## src/rtl/pifo_reg_evict.sv

```systemverilog
// Register-based PIFO: arrival-ordered compacted storage, min-rank dequeue with FIFO tie-break,
// optional evict-max overflow policy with discard reporting and saturating drop counter.
module pifo_reg_evict #(
    parameter int unsigned L2_DEPTH   = 2,
    parameter int unsigned RANK_WIDTH = 8,
    parameter int unsigned META_WIDTH = 8,
    parameter int unsigned OVF_MODE   = 0,
    parameter int unsigned CNT_WIDTH  = 16
) (
    input  logic                  clk,
    input  logic                  rst_n,
    input  logic                  ins_valid,
    output logic                  ins_ready,
    input  logic [RANK_WIDTH-1:0] ins_rank,
    input  logic [META_WIDTH-1:0] ins_meta,
    output logic                  deq_valid,
    input  logic                  deq_ready,
    output logic [RANK_WIDTH-1:0] deq_rank,
    output logic [META_WIDTH-1:0] deq_meta,
    output logic                  evict_valid,
    output logic [RANK_WIDTH-1:0] evict_rank,
    output logic [META_WIDTH-1:0] evict_meta,
    output logic [CNT_WIDTH-1:0]  drop_cnt,
    output logic [L2_DEPTH:0]     num_entries,
    output logic                  empty,
    output logic                  full
);

    localparam int unsigned DEPTH = 1 << L2_DEPTH;

    typedef logic [L2_DEPTH-1:0] idx_t;
    typedef logic [L2_DEPTH:0]   cnt_t;

    localparam cnt_t FULL_CNT = cnt_t'(DEPTH);

    logic [RANK_WIDTH-1:0] rank_q [DEPTH];
    logic [RANK_WIDTH-1:0] rank_n [DEPTH];
    logic [META_WIDTH-1:0] meta_q [DEPTH];
    logic [META_WIDTH-1:0] meta_n [DEPTH];
    cnt_t                  cnt_q;
    cnt_t                  cnt_n;

    logic                  ins_fire;
    logic                  deq_fire;

    idx_t                  min_idx;
    idx_t                  max_idx;
    logic [RANK_WIDTH-1:0] min_rank;
    logic [RANK_WIDTH-1:0] max_rank;
    logic [META_WIDTH-1:0] min_meta;
    logic [META_WIDTH-1:0] max_meta;

    logic                  do_remove;
    logic                  do_append;
    idx_t                  rm_idx;
    idx_t                  app_idx;
    logic                  ev_fire;
    logic [RANK_WIDTH-1:0] ev_rank;
    logic [META_WIDTH-1:0] ev_meta;

    assign num_entries = cnt_q;
    assign empty       = (cnt_q == '0);
    assign full        = (cnt_q == FULL_CNT);
    assign ins_ready   = (OVF_MODE != 0) || !full;
    assign ins_fire    = ins_valid && ins_ready;
    assign deq_fire    = deq_valid && deq_ready;

    // Strict '<' keeps the oldest of equal minima; '>=' moves the max to the newest of equals.
    always_comb begin
        min_idx  = '0;
        min_rank = rank_q[0];
        min_meta = meta_q[0];
        max_idx  = '0;
        max_rank = rank_q[0];
        max_meta = meta_q[0];
        for (int unsigned i = 1; i < DEPTH; i++) begin
            if (i < 32'(cnt_q)) begin
                if (rank_q[i] < min_rank) begin
                    min_idx  = idx_t'(i);
                    min_rank = rank_q[i];
                    min_meta = meta_q[i];
                end
                if (rank_q[i] >= max_rank) begin
                    max_idx  = idx_t'(i);
                    max_rank = rank_q[i];
                    max_meta = meta_q[i];
                end
            end
        end
    end

    always_comb begin
        do_remove = 1'b0;
        do_append = 1'b0;
        rm_idx    = min_idx;
        app_idx   = idx_t'(cnt_q);
        cnt_n     = cnt_q;
        ev_fire   = 1'b0;
        ev_rank   = max_rank;
        ev_meta   = max_meta;
        if (deq_fire) begin
            do_remove = 1'b1;
            if (ins_fire) begin
                do_append = 1'b1;
                app_idx   = idx_t'(cnt_q - cnt_t'(1));
            end else begin
                cnt_n = cnt_q - cnt_t'(1);
            end
        end else if (ins_fire) begin
            if (!full) begin
                do_append = 1'b1;
                cnt_n     = cnt_q + cnt_t'(1);
            end else begin
                ev_fire = 1'b1;
                if (ins_rank < max_rank) begin
                    do_remove = 1'b1;
                    rm_idx    = max_idx;
                    do_append = 1'b1;
                    app_idx   = idx_t'(DEPTH - 1);
                end else begin
                    ev_rank = ins_rank;
                    ev_meta = ins_meta;
                end
            end
        end
    end

    // Removal closes the gap by shifting newer entries down; the append then lands on the compacted end.
    always_comb begin
        for (int unsigned i = 0; i < DEPTH; i++) begin
            rank_n[i] = rank_q[i];
            meta_n[i] = meta_q[i];
        end
        for (int unsigned i = 0; i < DEPTH - 1; i++) begin
            if (do_remove && (i >= 32'(rm_idx))) begin
                rank_n[i] = rank_q[i+1];
                meta_n[i] = meta_q[i+1];
            end
        end
        if (do_append) begin
            rank_n[app_idx] = ins_rank;
            meta_n[app_idx] = ins_meta;
        end
    end

    always_ff @(posedge clk) begin
        rank_q <= rank_n;
        meta_q <= meta_n;
    end

    always_ff @(posedge clk or negedge rst_n) begin
        if (!rst_n) begin
            cnt_q       <= '0;
            deq_valid   <= 1'b0;
            deq_rank    <= '0;
            deq_meta    <= '0;
            evict_valid <= 1'b0;
            evict_rank  <= '0;
            evict_meta  <= '0;
            drop_cnt    <= '0;
        end else begin
            cnt_q       <= cnt_n;
            evict_valid <= ev_fire;
            if (ev_fire) begin
                evict_rank <= ev_rank;
                evict_meta <= ev_meta;
                if (drop_cnt != '1) drop_cnt <= drop_cnt + CNT_WIDTH'(1);
            end
            // Head is only relatched on a quiet edge, so it always reflects settled storage.
            if (ins_fire || deq_fire) begin
                deq_valid <= 1'b0;
            end else begin
                deq_valid <= (cnt_q != '0);
                deq_rank  <= min_rank;
                deq_meta  <= min_meta;
            end
        end
    end

endmodule
```

## config.mk

```make
export PLATFORM = sky130hd
export DESIGN_NAME = pifo_reg_evict
export DESIGN_NICKNAME = d
export VERILOG_FILES = /design/src/rtl/pifo_reg_evict.sv
export SDC_FILE = /design/constraint.sdc
export NUM_CORES = 1
export LEC_CHECK = 0
export CORE_ASPECT_RATIO = 1.75
export CORE_MARGIN = 2
export CORE_UTILIZATION = 55
export DETAILED_ROUTE_END_ITERATION = 16
export GPL_TIMING_DRIVEN = 0
export PLACE_DENSITY = 0.92
export SLEW_MARGIN = 10
export SYNTH_ARGS = -nofsm -noshare
export SYNTH_HDL_FRONTEND = slang
export SYNTH_SLANG_ARGS = --single-unit
```

## constraint.sdc

```tcl
create_clock -name clk -period 8.5 [get_ports clk]
set_clock_uncertainty 0.05 [all_clocks]
set_input_delay 0.85 -clock clk [delete_from_list [all_inputs] [get_ports clk]]
set_output_delay 0.85 -clock clk [all_outputs]
set_load 0.005 [all_outputs]
```

==> results of run 1 <==
[per-layer routing]
metal	global-route usage, %	vias up
met5	0	-
met4	17.37	0
met3	5.799	63
met2	54.51	253
met1	33.32	2507
li1	-	2384
[kinds of logic after synthesis]
logic type / after synthesis / synth area share (%)
adder cells (fa/ha/maj): 27 / 5.786
buffers and inverters: 90 / 6.065
AO/OA/AOI/OAI: 160 / 18.32
other: 1 / 0.06423
AND/OR/NAND/NOR: 164 / 14.15
multiplexers: 47 / 8.058
XOR/XNOR: 1 / 0.1500
flip-flops: 117 / 47.41
[layout by cell type, fill, tap and decap left out, drive strengths merged, types with 3 or more instances in the layout]
master          n
nand2          66
edfxtp         16
ha             27
a21oi          19
nand4          10
o2111ai         9
nor3            4
a21o            6
clkdlybuf4s50  74
nor2b          14
or4b            9
dfrtp          53
buf            12
a31oi          20
clkinv          3
o211ai         31
clkinvlp        6
and3            9
dfxtp          48
or3             8
nand3          20
nor2           19
inv            23
a211oi          3
o21ai          57
clkbuf         79
mux2i          47
[critical path, stage by stage, from the launching register on]
cell and delay, ps:
dfxtp_1 360, inv_1 50, ha_1 300, a211o_1 300, a21oi_2 240, o21ai_2 150, nor2_2 540, clkbuf_2 490
mux2i_1 380, ha_1 310, a21oi_1 130, nor2b_1 90, or3_1 440, buf_1 230, o21ai_0 270, nand2_1 90
ha_1 310, a21o_1 170, a21o_1 210, a211o_1 310, or4_1 600, a211oi_2 470, a21boi_1 420, buf_2 270
buf_2 290, o211ai_1 160, o211ai_1 170
[stage by stage]
stage          util (%)  hold slack [ps]  worst slack, ps
4_1_cts           71.55            288.2            129.2
6_report          71.62            289.8            564.7
3_5_place_dp      65.83            396.3            293.5
3_3_place_gp      65.51            388.6            422.5
2_1_floorplan         -            402.1             2124
5_1_grt           71.62            314.0            137.6
[synthesized netlist by cell type (3+ instances only)]
master     instances  area share (%)
o2111ai_1          9             1.4
or4b_1             9             1.5
inv_1             23             1.5
and3_1             9            0.96
nor2b_1           14             1.5
nor2_1            18             1.2
or3_1              8            0.86
ha_1              27             5.8
o211ai_1          31             4.0
a21o_1             6            0.77
edfxtp_1          16             8.2
nor3_1             4            0.34
buf_2              4            0.34
buf_1              3            0.19
o21ai_0           21             1.8
dfxtp_1           48              16
nand2_1           66             4.2
o21ai_1           35             3.0
nand4_1           10             1.1
dfrtp_1           53              23
mux2i_1           47             8.1
nand3_1           20             1.7
clkbuf_1          58             3.7
a21oi_1           18             1.5
a31oi_1           20             2.1
[worst max-delay path by stage]
stage | cells after the start | slack (ps) | end | startpoint
2_1_floorplan | 26 | 2120 | rank_q[14] | rank_q[29]
3_3_place_gp | 26 | 420 | rank_q[14] | rank_q[29]
3_5_place_dp | 26 | 290 | meta_q[15] | rank_q[29]
4_1_cts | 26 | 130 | rank_q[9] | rank_q[29]
5_1_grt | 26 | 140 | rank_q[12] | rank_q[29]
6_report | 26 | 560 | rank_q[12] | rank_q[29]
[final cells by class]
cell class | instances | area [um^2]
fillers | 752 | 2923
flip-flops and latches | 117 | 2768
multi-input cells | 400 | 2725
repair buffers | 77 | 780.7
clock buffers | 21 | 461.7
plain buffers | 67 | 269.0
well taps | 127 | 158.9
clock inverters | 11 | 127.6
inverters | 23 | 86.33
[power by group through the flow]
stage / combinational [uW] / clock (uW) / sequential [uW]
6_report: 2050 / 709 / 907
5_1_grt: 2260 / 734 / 924
4_1_cts: 2000 / 711 / 900
3_5_place_dp: 1960 / 0 / 906
3_3_place_gp: 1880 / 0 / 893
2_1_floorplan: 1410 / 0 / 866
==> impl_metrics.env, run 1 <==
export IMPL_status="complete, no violations"
export IMPL_antenna_found_initial=0
export IMPL_period_share_pct=93.36
export IMPL_path_clk_slew_ps=50
export IMPL_setup_violations=0
export IMPL_worstMarginPinSlew_ps=836.2
export IMPL_drt_iter0_drc=421
export IMPL_detail_route_wl_per_cell_um=19.89
export IMPL_pwr_share_clk_pct=19.3
export IMPL_start_kind="flop"
export IMPL_die_area_mm2=0.01149
export IMPL_grt_ovfl_total=0
export IMPL_drc_errors=0
export IMPL_required_ps=8760
export IMPL_final_area_mm2=0.007377
export IMPL_dp_cells=811
export IMPL_grt_usage_pct=30.91
export IMPL_critPathMaxFanout=10
export IMPL_synth_distinct_cells=50
export IMPL_clockBufferDepth=2
export IMPL_p_sw_uw=1646
export IMPL_cts_resized=0
export IMPL_start_util_pct=56.68
export IMPL_placed_area_mm2=0.006780
export IMPL_r2r_cells=26
export IMPL_drive_gt1_share_pct=7.263
export IMPL_hold_violations=0
export IMPL_synth_seq_cells=117
export IMPL_crit_type="reg -> reg"
export IMPL_power_uw=3669
export IMPL_slew_headroom_pct=44.25
export IMPL_grt_max_degree=40
export IMPL_critical_path_endpoint_type="flop"
export IMPL_p_sw_share_pct=44.85
export IMPL_rows=49
export IMPL_ctsHoldBuffers=0
export IMPL_cts_tree="done"
export IMPL_slew_viol_final=0
export IMPL_syn_inst=607
export IMPL_hp_class="in -> async"
export IMPL_viasPerCell=6.177
export IMPL_cts_buffers=17
export IMPL_met1_length_um=6093
export IMPL_grt_pass1_vias=5344
export IMPL_io_buffers=75
export IMPL_drt_total_wl_um=16770
export IMPL_drtPass1Iterations=6
export IMPL_grt_setup_unrepaired="false"
export IMPL_p_leak_uw=0.002977
export IMPL_syn_area_per_cell_um2=9.618
export IMPL_antenna_cells=0
export IMPL_met2_length_um=8954
export IMPL_wl_met3_um=919
export IMPL_vias=5207
export IMPL_synth_edff_count=16
export IMPL_top_layer="met4"
export IMPL_setup_tns_ps=0
export IMPL_r2r_end="rank_q[12]"
export IMPL_clock_latency_ps=420
export IMPL_synthToLayoutAreaGrowth_pct=26.36
export IMPL_synthArstFlopShare_pct=45.30
export IMPL_core_area_mm2=0.01030
export IMPL_synth_fp_nets=654
export IMPL_arrival_ps=8200
export IMPL_r2r_start="rank_q[29]"
export IMPL_die_h_um=140.3
export IMPL_htree_levels=4
export IMPL_cts_setup_buffers=0
export IMPL_synth_flop_cell="dfrtp_1"
export IMPL_synth_seq_area_share_pct=47.41
export IMPL_cts_num_sinks=117
export IMPL_ir_drop_v=0.0002874
export IMPL_min_period_ps=7935
export IMPL_yosysWarnings=0
export IMPL_die_x_um=81.88
export IMPL_r2r_setup_slack_ps=560
export IMPL_fin_cells=843
export IMPL_place_hpwl_um=12180
export IMPL_p_int_uw=2023
export IMPL_power_density_mw_per_mm2=497.4
export IMPL_pin_count=76
export IMPL_maxCapViolCount=0
export IMPL_synth_area_mm2=0.005838
export IMPL_max_freq_ghz=0.1260
export IMPL_ant_nets=0
export IMPL_fin_nets=750
export IMPL_grt_pass1_wl_um=26820
export IMPL_seqPwrFrac_pct=24.7
export IMPL_cts_root_buf="clkbuf_16"
export IMPL_place_gp_congestion=0.9173
export IMPL_share_comb_of_total_power_pct=56.0
Power figures use the tool's default switching activity.
==> run 2: changes to the inputs <==
--- a/config.mk
+++ b/config.mk
@@ -7,10 +7,11 @@
 export LEC_CHECK = 0
 export CORE_ASPECT_RATIO = 1.75
 export CORE_MARGIN = 2
-export CORE_UTILIZATION = 55
+export CORE_UTILIZATION = 59
 export DETAILED_ROUTE_END_ITERATION = 16
 export GPL_TIMING_DRIVEN = 0
-export PLACE_DENSITY = 0.92
+export PLACE_DENSITY = 0.95
+export SETUP_SLACK_MARGIN = 0.5
 export SLEW_MARGIN = 10
 export SYNTH_ARGS = -nofsm -noshare
 export SYNTH_HDL_FRONTEND = slang
==> constraint.sdc (replaced) <==
create_clock -name clk -period 9.7 [get_ports clk]
set_clock_uncertainty 0.05 [all_clocks]
set_input_delay 0.97 -clock clk [delete_from_list [all_inputs] [get_ports clk]]
set_output_delay 0.97 -clock clk [all_outputs]
set_load 0.005 [all_outputs]
==> impl_metrics.env, run 2 (synthesis gave the netlist of run 1 again) <==
export IMPL_slew_viol_final=0
export IMPL_mostFrequentLayoutCell="clkdlybuf4s50_1"
export IMPL_p_int_uw=1803
export IMPL_grt_max_degree=42
export IMPL_grt_pass1_vias=5439
export IMPL_cts_setup_buffers=0
export IMPL_worstMarginPinSlew_ps=937.2
export IMPL_vias=5206
export IMPL_pin_count=76
export IMPL_cts_tree="done"
export IMPL_rows=48
export IMPL_cts_root_buf="clkbuf_16"
export IMPL_min_period_ps=8174
export IMPL_pwr_share_clk_pct=20.2
export IMPL_clock_latency_ps=420
export IMPL_place_hpwl_um=12240
export IMPL_antenna_cells=0
export IMPL_crit_top_cell="ha_1"
export IMPL_p_sw_uw=1434
export IMPL_grt_pass1_wl_um=26790
export IMPL_cts_num_sinks=117
export IMPL_slew_headroom_pct=37.45
export IMPL_max_freq_ghz=0.1223
export IMPL_status="complete, no violations"
export IMPL_regArea_mm2=0.002768
export IMPL_die_x_um=79.20
export IMPL_hold_violations=0
export IMPL_final_cell_mix="74 x clkdlybuf4s50_1, 66 x nand2_1, 60 x clkbuf_1"
export IMPL_path_clk_slew_ps=60
export IMPL_setup_tns_ps=0
export IMPL_drc_errors=0
export IMPL_place_gp_congestion=0.9335
export IMPL_critical_path_endpoint_type="flop"
export IMPL_final_area_mm2=0.007378
export IMPL_start_util_pct=60.01
export IMPL_cts_buffers=17
export IMPL_slowest_delay_ps=710
export IMPL_required_ps=9970
export IMPL_viasPerCell=6.198
export IMPL_grt_setup_unrepaired="false"
export IMPL_p_sw_share_pct=44.30
export IMPL_grt_usage_pct=32.56
export IMPL_grt_ovfl_total=0
export IMPL_clockBufferDepth=2
export IMPL_multi_input_area_mm2=0.002720
export IMPL_power_density_mw_per_mm2=438.8
export IMPL_die_h_um=135.6
export IMPL_fillCellCount=663
export IMPL_arrival_ps=8440
export IMPL_maxCapViolCount=0
export IMPL_drt_iter0_drc=548
export IMPL_critPathMaxFanout=10
export IMPL_placed_area_mm2=0.006763
export IMPL_hp_class="in -> async"
export IMPL_ir_drop_v=0.0002793
export IMPL_drt_total_wl_um=16750
export IMPL_detail_route_wl_per_cell_um=19.94
export IMPL_share_comb_of_total_power_pct=55.1
export IMPL_drive_gt1_share_pct=6.853
export IMPL_core_area_mm2=0.009729
export IMPL_die_area_mm2=0.01074
export IMPL_io_buffers=75
export IMPL_antenna_found_initial=0
export IMPL_setup_violations=0
export IMPL_cts_resized=0
export IMPL_period_share_pct=84.27
export IMPL_drtPass1Iterations=5
export IMPL_seqPwrFrac_pct=24.7
export IMPL_start_kind="flop"
export IMPL_ctsHoldBuffers=0
export IMPL_p_leak_uw=0.002994
export IMPL_synthToLayoutAreaGrowth_pct=26.38
export IMPL_htree_levels=4
export IMPL_crit_slowest_cell="clkbuf_1"
export IMPL_crit_type="reg -> reg"
export IMPL_fin_nets=749
export IMPL_ant_nets=0
[run 2: final cells by class]
type,count,area share [%]
clock inverter,13,2.459
inverter,23,1.170
buffer,67,3.629
tap,125,2.120
timing repair buffer,76,10.38
multi-input combinational,400,36.87
sequential,117,37.51
clock buffer,19,5.867
[run 2: path summary, 6_finish.rpt]
check | endpoint | slack [ps] | from | depth (start not counted)
worst max-delay path | rank_q[13] | 1530 | rank_q[29] | 25
worst min-delay path | drop_cnt[7] | 400 | rst_n | 1
worst max register to register | rank_q[13] | 1530 | rank_q[29] | 25
worst min register to register | evict_rank[6] | 400 | evict_rank[6] | 1
max in group asynchronous | deq_meta[4] | 8700 | rst_n | 2
min in group clk | evict_rank[6] | 400 | evict_rank[6] | 1
[run 2: worst max-delay path, delay by kind of cell (launching register included)]
kind                       cells  cell delay [ps]
AOI/OAI and AO/OA             12             3300
buffers and inverters          5             1720
and+or+nand+nor                4             1440
adders and majority gates      3              910
DFF                            1              360
muxes                          1              280
[run 2: metal layers]
metal  vias to the layer above  GRT usage (%)  wire length, um
met2                       254          58.05             8895
met4                         0          20.02              824
met5                         -              0                0
met1                      2516          34.66             6143
met3                        60          6.333              885
li1                       2376              -                -
[run 2: power by group through the flow]
stage / combinational, uW / sequential, uW / clock (uW)
global placement: 1650 / 781 / 0
global route: 1950 / 810 / 675
detailed placement: 1720 / 795 / 0
finish: 1790 / 798 / 654
CTS: 1750 / 790 / 657
floorplan: 1230 / 759 / 0
[run 2: metrics by stage]
step	hold WS (ps)	setup WS [ps]	cells	power, uW	utilization (%)
6_report	399.1	1526	840	3237	75.84
5_1_grt	414.4	907.3	840	3439	75.84
4_1_cts	394.2	1497	840	3197	75.82
3_5_place_dp	394.9	1655	808	2515	69.51
3_3_place_gp	388.9	1669	807	2426	69.33
2_1_floorplan	402.1	3324	607	1992	-
==> run 3: changes to the inputs <==
--- a/config.mk
+++ b/config.mk
@@ -7,10 +7,10 @@
 export LEC_CHECK = 0
 export CORE_ASPECT_RATIO = 1.75
 export CORE_MARGIN = 2
-export CORE_UTILIZATION = 59
+export CORE_UTILIZATION = 55
 export DETAILED_ROUTE_END_ITERATION = 16
 export GPL_TIMING_DRIVEN = 0
-export PLACE_DENSITY = 0.95
+export PLACE_DENSITY = 0.92
 export SETUP_SLACK_MARGIN = 0.5
 export SLEW_MARGIN = 10
 export SYNTH_ARGS = -nofsm -noshare
==> constraint.sdc (replaced) <==
create_clock -name clk -period 7.9 [get_ports clk]
set_clock_uncertainty 0.05 [all_clocks]
set_input_delay 0.79 -clock clk [delete_from_list [all_inputs] [get_ports clk]]
set_output_delay 0.79 -clock clk [all_outputs]
set_load 0.005 [all_outputs]
==> impl_metrics.env, run 3 (synthesis gave the netlist of run 1 again) <==
export IMPL_grt_pass1_wl_um=26830
export IMPL_grt_ovfl_total=0
export IMPL_maxCapViolCount=0
export IMPL_cts_buffers=17
export IMPL_place_gp_congestion=0.9173
export IMPL_crit_slowest_cell="or4_1"
export IMPL_io_buffers=75
export IMPL_start_kind="flop"
export IMPL_seqPwrFrac_pct=24.1
export IMPL_critPathMaxFanout=10
export IMPL_detail_route_wl_per_cell_um=19.96
export IMPL_fin_nets=756
export IMPL_ant_nets=0
export IMPL_drc_errors=0
export IMPL_dp_slack_ps=-306.5
export IMPL_htree_levels=4
export IMPL_start_util_pct=56.68
export IMPL_power_uw=4057
export IMPL_p_sw_uw=1818
export IMPL_ctsHoldBuffers=0
export IMPL_drt_total_wl_um=16940
export IMPL_hp_class="in -> async"
export IMPL_cts_num_sinks=117
export IMPL_viasPerCell=6.172
export IMPL_required_ps=8160
export IMPL_share_comb_of_total_power_pct=57.1
export IMPL_antenna_found_initial=0
export IMPL_antenna_cells=0
export IMPL_mostFrequentLayoutCell="clkdlybuf4s50_1"
export IMPL_p_sw_share_pct=44.82
export IMPL_grt_max_degree=40
export IMPL_pwr_share_clk_pct=18.8
export IMPL_setup_slack_ps=803.2
export IMPL_power_density_mw_per_mm2=543.5
export IMPL_max_freq_ghz=0.1409
export IMPL_setup_violations=0
export IMPL_worstMarginPinSlew_ps=847.4
export IMPL_pin_count=76
export IMPL_slowest_delay_ps=620
export IMPL_crit_top_cell="ha_1"
export IMPL_clockBufferDepth=2
export IMPL_p_int_uw=2238
export IMPL_grt_usage_pct=30.94
export IMPL_grt_pass1_vias=5326
export IMPL_core_area_mm2=0.01030
export IMPL_synthToLayoutAreaGrowth_pct=27.86
export IMPL_slew_headroom_pct=43.51
export IMPL_die_h_um=140.3
export IMPL_cts_tree="done"
export IMPL_grt_setup_unrepaired="false"
export IMPL_fillCellCount=747
export IMPL_path_clk_slew_ps=50
export IMPL_drtPass1Iterations=6
export IMPL_critical_path_endpoint_type="flop"
export IMPL_arrival_ps=7360
export IMPL_rows=49
export IMPL_die_x_um=81.88
export IMPL_min_period_ps=7097
export IMPL_final_cell_mix="74 x clkdlybuf4s50_1, 66 x nand2_1, 59 x clkbuf_1"
export IMPL_slew_viol_final=0
export IMPL_cts_root_buf="clkbuf_16"
export IMPL_place_hpwl_um=12180
export IMPL_period_share_pct=89.83
export IMPL_die_area_mm2=0.01149
export IMPL_drive_gt1_share_pct=8.587
export IMPL_drt_iter0_drc=482
export IMPL_hold_violations=0
export IMPL_crit_type="reg -> reg"
export IMPL_vias=5240
export IMPL_status="complete, no violations"
export IMPL_p_leak_uw=0.003015
export IMPL_clock_latency_ps=430
export IMPL_ir_drop_v=0.0003466
-- run 3: path summary, 6_finish.rpt --
| kind | to | depth (start not counted) | start | slack [ps] |
|---|---|---|---|---|
| max in group asynchronous | evict_meta[5] | 2 | rst_n | 7050 |
| worst min register to register | evict_rank[1] | 1 | evict_rank[1] | 400 |
| worst max register to register | rank_q[12] | 26 | rank_q[29] | 800 |
| worst max-delay path | rank_q[12] | 26 | rank_q[29] | 800 |
| min in group clk | evict_rank[1] | 1 | evict_rank[1] | 400 |
| worst min-delay path | evict_meta[2] | 1 | rst_n | 230 |
-- run 3: power groups by stage --
stage	sequential (uW)	combinational (uW)	clock, uW
3_3_place_gp	961	2020	0
4_1_cts	968	2190	765
5_1_grt	995	2540	792
3_5_place_dp	975	2110	0
6_report	978	2320	764
2_1_floorplan	932	1510	0
-- run 3: per-layer routing --
layer / part of all wire [%] / wire [um] / track usage (%) / vias to the layer above
met5: 0 / 0 / 0 / -
met4: 4.6 / 779 / 17.28 / 0
met3: 5.4 / 921 / 5.670 / 77
met2: 53 / 9047 / 54.51 / 272
met1: 37 / 6193 / 33.56 / 2495
li1: - / - / - / 2396
-- run 3: final cells by class --
| class | count | area, um^2 | area share, % |
|---|---|---|---|
| flip-flops and latches | 117 | 2768 | 37.08 |
| inverters | 23 | 86.33 | 1.157 |
| well taps | 127 | 158.9 | 2.129 |
| multi-input cells | 400 | 2764 | 37.03 |
| repair buffers | 83 | 825.8 | 11.06 |
| plain buffers | 67 | 272.8 | 3.654 |
| clock buffers | 21 | 461.7 | 6.185 |
| clock inverters | 11 | 127.6 | 1.710 |
-- run 3: what timing repair did --
action,in CTS,in global routing
gates resized for setup,7,5
pin swaps,0,2
endpoints found under the setup margin,64,50
setup buffers,0,6
-- run 3: metrics by stage --
step	area (um^2)	TNS (ps)	hold slack (ps)	std cells	utilization [%]
finish	7465	0	227.2	849	72.47
global route	7465	0	248.2	849	72.47
CTS	7396	0	228.2	843	71.81
detailed placement	6780	-2937	396.3	811	65.83
global placement	6748	-1628	388.6	809	65.51
floorplan	5838	0	402.1	607	-
-- run 3: critical path, delay by kind of cell, from the launching register on --
| family | cells | cell delay [ps] |
|---|---|---|
| AOI/OAI and AO/OA | 12 | 2730 |
| adders and majority gates | 3 | 920 |
| buffers and inverters | 5 | 1130 |
| DFF | 1 | 360 |
| muxes | 1 | 340 |
| and+or+nand+nor | 5 | 1470 |
